**src/rtl/sevenseg_if.sv**
```systemverilog
// Observed multiplexed seven-segment display bus: active-low anodes and segments.
// The display driver (or bench) is the master; the capture block listens as slave.
interface sevenseg_if;
  logic [3:0] an;
  logic [6:0] seg;

  modport master (output an, output seg);
  modport slave  (input an, input seg);
endinterface

```
**src/rtl/sevenseg_capture.sv**
```systemverilog
// Reader for the multiplexed seven-segment bus: settles each refresh slot, decodes the
// segment pattern back to hex and publishes the 4-digit word once all slots are seen.
module sevenseg_capture #(
  parameter int SETTLE_CYCLES  = 16,
  parameter int TIMEOUT_CYCLES = 500_000
) (
  input  logic        clk,
  input  logic        rst,
  sevenseg_if.slave   bus,
  output logic [3:0]  ones,
  output logic [3:0]  tens,
  output logic [3:0]  hundreds,
  output logic [3:0]  thousands,
  output logic        frame_valid,
  output logic        code_err,
  output logic        link_up
);

  localparam int SW = $clog2(SETTLE_CYCLES + 1);
  localparam int IW = $clog2(TIMEOUT_CYCLES + 1);
  localparam logic [SW-1:0] SETTLE_MAX = SW'(SETTLE_CYCLES);
  localparam logic [IW-1:0] IDLE_MAX   = IW'(TIMEOUT_CYCLES);

  // Bit 4 is the valid flag, bits 3:0 the decoded hex value.
  function automatic logic [4:0] decode_seg(input logic [6:0] pat);
    logic [4:0] res;
    case (pat)
      7'h40:   res = 5'h10;
      7'h79:   res = 5'h11;
      7'h24:   res = 5'h12;
      7'h30:   res = 5'h13;
      7'h19:   res = 5'h14;
      7'h12:   res = 5'h15;
      7'h02:   res = 5'h16;
      7'h78:   res = 5'h17;
      7'h00:   res = 5'h18;
      7'h10:   res = 5'h19;
      7'h08:   res = 5'h1A;
      7'h03:   res = 5'h1B;
      7'h46:   res = 5'h1C;
      7'h21:   res = 5'h1D;
      7'h06:   res = 5'h1E;
      7'h0E:   res = 5'h1F;
      default: res = 5'h00;
    endcase
    return res;
  endfunction

  logic [10:0]   sync1_r, sync2_r;
  logic [SW-1:0] stable_cnt_r;
  logic          sampled_r;
  logic [3:0]    seen_r;
  logic [IW-1:0] idle_r;
  logic [3:0]    scratch_r [4];

  logic          changed_s, onehot_s, sample_s;
  logic [1:0]    slot_s;
  logic [4:0]    dec_s;
  logic [3:0]    seen_next_s;
  logic [3:0]    frame_s [4];

  // Slot selection, decode and the word as it would look with the current sample merged in.
  always_comb begin
    changed_s = (sync1_r != sync2_r);
    onehot_s  = 1'b1;
    slot_s    = 2'd0;
    case (sync2_r[10:7])
      4'b1110: slot_s = 2'd0;
      4'b1101: slot_s = 2'd1;
      4'b1011: slot_s = 2'd2;
      4'b0111: slot_s = 2'd3;
      default: onehot_s = 1'b0;
    endcase
    dec_s       = decode_seg(sync2_r[6:0]);
    sample_s    = (stable_cnt_r == SETTLE_MAX) && !sampled_r && onehot_s;
    seen_next_s = seen_r | (4'b0001 << slot_s);
    for (int i = 0; i < 4; i++) begin
      if (slot_s == 2'(i)) begin
        frame_s[i] = dec_s[3:0];
      end else begin
        frame_s[i] = scratch_r[i];
      end
    end
  end

  // The counter tracks the value S is about to take, so it always describes the current S.
  always_ff @(posedge clk or posedge rst) begin
    if (rst) begin
      sync1_r      <= 11'd0;
      sync2_r      <= 11'd0;
      stable_cnt_r <= '0;
      sampled_r    <= 1'b0;
    end else begin
      sync1_r <= {bus.an, bus.seg};
      sync2_r <= sync1_r;
      if (changed_s) begin
        stable_cnt_r <= '0;
        sampled_r    <= 1'b0;
      end else begin
        if (stable_cnt_r != SETTLE_MAX) begin
          stable_cnt_r <= stable_cnt_r + SW'(1);
        end
        if (sample_s) begin
          sampled_r <= 1'b1;
        end
      end
    end
  end

  // Frame assembly, error reporting and link supervision; a sample always beats the timeout.
  always_ff @(posedge clk or posedge rst) begin
    if (rst) begin
      seen_r      <= 4'd0;
      idle_r      <= '0;
      scratch_r   <= '{4'd0, 4'd0, 4'd0, 4'd0};
      ones        <= 4'd0;
      tens        <= 4'd0;
      hundreds    <= 4'd0;
      thousands   <= 4'd0;
      frame_valid <= 1'b0;
      code_err    <= 1'b0;
      link_up     <= 1'b0;
    end else begin
      frame_valid <= 1'b0;
      code_err    <= 1'b0;
      if (sample_s) begin
        idle_r <= '0;
        if (dec_s[4]) begin
          scratch_r[slot_s] <= dec_s[3:0];
          if (seen_next_s == 4'b1111) begin
            ones        <= frame_s[0];
            tens        <= frame_s[1];
            hundreds    <= frame_s[2];
            thousands   <= frame_s[3];
            frame_valid <= 1'b1;
            link_up     <= 1'b1;
            seen_r      <= 4'd0;
          end else begin
            seen_r <= seen_next_s;
          end
        end else begin
          code_err <= 1'b1;
          seen_r   <= 4'd0;
        end
      end else if (idle_r == IDLE_MAX) begin
        link_up <= 1'b0;
        seen_r  <= 4'd0;
      end else begin
        idle_r <= idle_r + IW'(1);
      end
    end
  end

endmodule

```
**src/flat_wrapper.sv**
```systemverilog
// flat-port wrapper written by rule: the top's interface ports become plain ports
module sevenseg_capture_flat 
#(
  parameter int SETTLE_CYCLES  = 16,
  parameter int TIMEOUT_CYCLES = 500_000
)
  (clk, rst, ones, tens, hundreds, thousands, frame_valid, code_err, link_up, bus_an, bus_seg);
  sevenseg_if bus_i ();
  input  logic clk;
  input  logic rst;
  output logic [3:0] ones;
  output logic [3:0] tens;
  output logic [3:0] hundreds;
  output logic [3:0] thousands;
  output logic frame_valid;
  output logic code_err;
  output logic link_up;
  input wire logic [$bits(bus_i.an)-1:0] bus_an;
  input wire logic [$bits(bus_i.seg)-1:0] bus_seg;
  assign bus_i.an = bus_an;
  assign bus_i.seg = bus_seg;
  sevenseg_capture #(.SETTLE_CYCLES(SETTLE_CYCLES), .TIMEOUT_CYCLES(TIMEOUT_CYCLES)) u_core (.clk(clk), .rst(rst), .bus(bus_i), .ones(ones), .tens(tens), .hundreds(hundreds), .thousands(thousands), .frame_valid(frame_valid), .code_err(code_err), .link_up(link_up));
endmodule
```
**config.mk**
```make
export PLATFORM = sky130hd
export DESIGN_NAME = sevenseg_capture_flat
export DESIGN_NICKNAME = d
export VERILOG_FILES = /design/src/rtl/sevenseg_if.sv /design/src/rtl/sevenseg_capture.sv /design/src/flat_wrapper.sv
export SDC_FILE = /design/constraint.sdc
export NUM_CORES = 1
export LEC_CHECK = 0
export BUFFER_PORTS_ARGS = -buffer_cell sky130_fd_sc_hd__buf_2
export CAP_MARGIN = 20
export CELL_PAD_IN_SITES_DETAIL_PLACEMENT = 0
export CELL_PAD_IN_SITES_GLOBAL_PLACEMENT = 1
export CORE_AREA = 3 3 95 97
export DETAILED_ROUTE_END_ITERATION = 10
export DIE_AREA = 0 0 98 100
export PLACE_DENSITY_LB_ADDON = 0.1
export SLEW_MARGIN = 40
export SYNTH_ARGS = -nofsm -noshare
export SYNTH_HDL_FRONTEND = slang
export SYNTH_SLANG_ARGS = --single-unit
```
**constraint.sdc**
```tcl
create_clock -name clk -period 4.59 [get_ports clk]
set_input_delay 0.459 -clock clk [delete_from_list [all_inputs] [get_ports clk]]
set_output_delay 0.459 -clock clk [all_outputs]
set_load 0.1 [all_outputs]
```
# Word-level counts from Yosys, hierarchy flattened
# Cells that the tools add are included.
# Widths: inputs -> output; s select.
[totals]
out_inout_bits = 19
register_bits = 86
[op_classes]
n_mux = 29
n_addsub = 2
magnitude_cmp = 2
n_reduce_logical = 13
shifts = 1
bitwise = 2
n_eq_ne = 30
[ops]
columns = ["op", "n"]
rows = [
  ["$pmux 5 s16", 1],
  ["$mux 19", 2],
  ["$mux 4", 9],
  ["$eq 7x7->1 const B", 4],
  ["$eq 7x5->1 const B", 3],
  ["$eq 7x6->1 const B", 3],
  ["$add 19x1->19 const B", 1],
  ["$eq 19x19->1 const B", 1],
  ["$bwmux 16", 1],
  ["$eq 4x4->1 const B", 4],
  ["$eq 7x2->1 const B", 2],
  ["$eq 7x4->1 const B", 2],
  ["$mux 1", 12],
  ["$ne 11x11->1", 1],
  ["$mux 5", 2],
  ["$demux 4 s2", 1],
  ["$eq 7x3->1 const B", 1],
  ["$logic_not 7->1", 1],
  ["$pmux 2 s3", 1],
  ["$reduce_and 3->1", 2],
  ["$reduce_bool 2->1", 3],
  ["$add 5x1->5 const B", 1],
  ["$eq 5x5->1 const B", 1],
  ["$ne 5x5->1 const B", 1],
  ["15 further kinds", 19],
]

# Depth between registers and ports, before layout
[logic_depth]
word_depth = 8
ltp_mapped = 10
ltp_nobuf = 8

# Least setup slack after synthesis
# Ideal clock, no wire load.
[synth_path]
kind = "flip-flop to flip-flop"
from = "register u_core.stable_cnt_r[0]"
to = "register u_core.scratch_r[12] in the netlist's numbering"
t_required_ns = 4.465
arrival_ns = 1.963
path_stages_with_launch = 10
period_less_slack_ns = 2.087
path_buffers = 1
path_slack_ns = 2.503
path_cell_list = "dfrtp_1 > inv_1 > ha_1 > and4bb_2 > and2_1 > o21a_1 > buf_2 > nand2_1 > a21oi_1 > mux2_2"
[synth_between]
elab_chain_len = 4
[synth_lines]
columns = ["item", "line_no", "source"]
rows = [
  ["start: declaration", "sevenseg_capture.sv:50", "logic [SW-1:0] stable_cnt_r;"],
  ["start signal: assignment", "sevenseg_capture.sv:101", "stable_cnt_r <= stable_cnt_r + SW'(1);"],
  ["$eq 5x5->1", "sevenseg_capture.sv:75", "sample_s = (stable_cnt_r == SETTLE_MAX) && !sampled_r && onehot_s;"],
  ["$logic_and 1x1->1 (2 in series)", "sevenseg_capture.sv:75", ""],
  ["$reduce_and 2->1 (no source line)", "n/a", ""],
  ["end signal: assignment", "sevenseg_capture.sv:115", "scratch_r <= '{4'd0, 4'd0, 4'd0, 4'd0};"],
  ["end signal: indexed assignment", "sevenseg_capture.sv:129", "scratch_r[slot_s] <= dec_s[3:0];"],
  ["end: declaration", "sevenseg_capture.sv:54", "logic [3:0] scratch_r [4];"],
]
# No other way between the ends.
# A chain may end at the register's enable or synchronous reset.

# Worst setup path in the final report
[layout_path]
from = "register u_core.sync2_r[5]"
to = "register u_core.hundreds[1]"
[layout_between]
elab_chain_len = 3
elab_cells_between_ends = 19
cone_classes = "15 x eq/ne; 2 x mux; 2 x reduce/logical"
[layout_lines]
columns = ["item", "line_no", "source"]
rows = [
  ["start: declaration", "sevenseg_capture.sv:49", "logic [10:0] sync1_r, sync2_r;"],
  ["start signal: assignment", "sevenseg_capture.sv:95", "sync2_r <= sync1_r;"],
  ["$eq 7x4->1 (tied with other cells)", "sevenseg_capture.sv:27", "case (pat)"],
  ["$pmux 5 s16 *", "sevenseg_capture.sv:27", ""],
  ["$reduce_and 3->1 (no source line) / $mux 4 (equally long branches)", "n/a", ""],
  ["end signal: assignment", "sevenseg_capture.sv:133", "hundreds <= frame_s[2];"],
  ["end: declaration", "sevenseg_capture.sv:12", "output logic [3:0] hundreds,"],
]
# Every way passes the cells marked *; elsewhere a longest branch is shown, timed or not.

==> summary.md <==
| Metric | Value |
|---|---|
| Cts repair resizes | 0 |
| Net Sw Frac | between 20% and 30% |
| Pre-CTS setup slack | between 2 and 2.5 ns |
| Reg power frac | 59.2% |
| Clock power frac | 36.1% |
| Synthesized area | 0.00423 sq mm |
| Synth area leaders | dfrtp_1 (51%), xor2_1 (4.3%), mux2_2 (3.5%) |
| # port buffers | 31 |
| Simple logic cell fraction of the synthesized area | a little under a fifth |
| Total grt overflow | 0 |
| Clock buffer depth | 2 |
| Via count | 2,890 |
| Post-CTS Setup Bufs | 0 |
| GPL Wtd Cong | about 0.77 |
| Core footprint | ~0.0082 sq mm |
| Syn. warnings | 0 |
| Post-Synth XOR/XNOR Area | 7.04% |
| Die width | between 90 and 100 microns |
| Max_cap viols | 0 |
| Synthesis-stage register bit count | 86 |
| Largest family of logic cells by synthesized area | simple AND/OR/NAND/NOR gates |
| Fin. Hold Viols | 0 |
| Vias per cell | ~5.5 |
| Global-route wire length before repair | roughly 14 mm |
| Cts hold-fix bufs | 0 |
| Core Rows | 33 |
| TritonCTS clock tree | yes |
| Status | finished clean |
| Yosys top cell by area | dfrtp_1 |
| Clk_lat worst skew | 0.36 ns |
| Reg-to-reg critical path startpoint | u_core.sync2_r[5]$_DFF_PP0_ |
| P_int | between 900 and 1000 uW |
| Worst Setup SP | u_core.sync2_r[5]$_DFF_PP0_ |
| Min Tclk post-route | 2.54 ns |
| Cell Count, Final, Fillers Out | roughly 520 |
| I/O pin cnt | 32 |
| PwrDens | about 290 mW/mm^2 |
| DR iter-0 viols | 212 |
| Routed wire length | 8.23 mm |
| Fin crit share | about 55% |
| Remaining antenna violation count | 0 |
| Slew Limit Fails | 0 |
| Share of synthesized registers carrying an async set or reset | 100% |
| Diode count | 0 |
| Critical Path RT | between 4 and 5 ns |
| Critical path data arrival time | approximately 2.8 ns |
| Share of cells above drive strength 1 | between 20% and 30% |
| Drt drc | 0 |
| WL per Instance | around 16 microns |
| Synth cell types | 66 |
| Critical Path Source Type | register |
| Switch Pwr | 338 uW |
| GRT Total Usage | a little under a fifth |
| Max FO, Critical Path | 16 |
| Most frequent cells in the layout | dfrtp_1 (86), nor2_1 (37), buf_2 (31), nand2_1 (27), xor2_1 (21) |
| Post-Syn Nets | ~400 |
| Clock Sinks | 86 |
| Design area | 0.00462 sq mm |
| Hpwl dp | approximately 5.8 mm |
| Post-synth top area share | just over 50% |
| Setup TNS Final | 0 ns |
| Clk pin slew, worst setup/hold paths | around 0.090 ns |
| Syn_area_per_cell | 11.0 sq um |
| Placed Cells incl. Taps | approximately 510 |
| Die area | 0.00980 sq mm |
| Mux contribution to synthesized area | under 10% |
| Pre-Repair DR Iteration Count | 4 |
| Largest net degree at the start of global routing | 53 |
| Skew final | 0.0132 ns |
| Clock root buffer | clkbuf_8 |
| Ys flop type | dfrtp_1 |
| Num CTS Buffers | 9 |
| Mapped Cells | 386 |
| Type of the tightest min-delay check | input port to asynchronous set/reset pin |
| Crit. End Element | register |
| Placed Area | between 0.004 and 0.005 sq mm |
| Starting Density | 51.5% |
| H-Tree Depth | 3 |
| Final Setup Violations | 0 |
| Rel. slew slack | 44.2% |
| Final #Nets | 429 |
| Vias in the first global route | 2,872 |
| Hold slack | 0.114 ns |
| Measured slew at the worst slew-check pin | 0.833 ns |
| Setup CP Type | register to register |
| Post-synthesis adder-cell area fraction | 1.18% |
| Initial antenna violation count | 0 |
| Layout area overhead | 9.14% |
| Sequential share of the synthesized area | between 50% and 60% |
| Fmax | 394 MHz |
| EDFF count, synth | 0 |
| FILL cells | 741 |
| RSZ-0062 raised after global routing | false |
| VDD IR max | ~0.00019 V |
| Fin worst setup slack | 2.05 ns |
| P_leak | 0.00213 uW |
| Combinational share of power | 4.7% |
| Synth Area in Compound Gates | a little under an eighth |
| Die H | 100 microns |
| Commonest non-fill, non-tap cell in the layout | dfrtp_1 |
## logic make-up (layout without fill, tap and decap cells)
group	after synthesis	after routing
xor gates and xnor gates	34	34
AOI/OAI and AO/OA	66	66
adders and majority gates	4	4
and+or+nand+nor	138	138
buffers and inverters	31	62
muxes	27	27
DFF	86	86
## layout make-up
type | instances | area (sq um) | share of cell area [%]
flip-flops and latches | 86 | 2150 | 46.6
inverters | 12 | 50.0 | 1.08
clock buffers | 10 | 128 | 2.76
clock inverters | 6 | 47.5 | 1.03
multi-input cells | 269 | 1930 | 41.8
repair buffers | 34 | 178 | 3.85
well taps | 105 | 131 | 2.85
## metrics by stage
step	total power (uW)	util (%)
floorplan	847	-
finish	1330	56.2
global placement	864	53.9
CTS	1340	56.2
detailed placement	865	54.0
global route	1390	56.2
## worst paths after layout
check | to | slack, ns | depth (start not counted)
max in group asynchronous | u_core.link_up$_DFFE_PP0P_ | 3.65 | 3
min reg2reg | u_core.sync2_r[2]$_DFF_PP0_ | 0.40 | 0
max | u_core.hundreds[1]$_DFFE_PP0P_ | 2.05 | 5
min in group clk | u_core.sync1_r[2]$_DFF_PP0_ | 0.20 | 1
max reg2reg | u_core.hundreds[1]$_DFFE_PP0P_ | 2.05 | 5
min | u_core.scratch_r[10]$_DFFE_PP0P_ | 0.11 | 2
## synthesized netlist by cell type (all sizes together) (2+ instances only)
master / number
a21oi: 12
a22o: 3
a31o: 2
a31oi: 2
and2: 4
and3: 8
and3b: 2
and4b: 3
buf: 18
dfrtp: 86
ha: 4
inv: 12
mux2: 19
mux2i: 8
nand2: 27
nand3: 13
nand4: 4
nand4b: 4
nand4bb: 2
nor2: 38
nor2b: 2
nor3: 8
nor3b: 4
nor4: 4
nor4b: 2
o21a: 5
o21ai: 29
or2: 2
or3: 2
or3b: 2
xnor2: 13
xor2: 21
## power by group through the flow
stage / sequential (uW) / combinational, uW / clock (uW)
floorplan: 787 / 60.4 / 0
global route: 790 / 70.1 / 527
finish: 786 / 62.5 / 479
detailed placement: 801 / 64.0 / 0
CTS: 786 / 64.2 / 488
global placement: 801 / 63.0 / 0
## layer usage
metal / vias up / GRT usage (%) / wire length [microns]
met5: - / 0 / 0
met4: 0 / 5.75 / 125
met3: 11 / 3.96 / 255
met2: 49 / 27.9 / 3820
met1: 1421 / 25.7 / 4020
li1: 1409 / - / -
## state kept, by name, summed over array words and instances, names as in the netlist
| name | flops |
|---|---|
| u_core.seen_r | 4 |
| u_core.sampled_r | 1 |
| u_core.thousands | 4 |
| u_core.code_err | 1 |
| u_core.tens | 4 |
| u_core.link_up | 1 |
| u_core.stable_cnt_r | 5 |
| u_core.idle_r | 19 |
| u_core.scratch_r | 16 |
| u_core.sync2_r | 11 |
| u_core.ones | 4 |
| u_core.sync1_r | 11 |
| u_core.frame_valid | 1 |
| u_core.hundreds | 4 |
## critical path: stages, from the launching register on
cell and delay [ns]:
dfrtp_1 0.61, or4bb_1 0.59, o221a_2 0.32, nand3_2 0.19
nand3_4 0.30, mux2_4 0.40
Note: power is estimated with default switching activity, not from simulation.
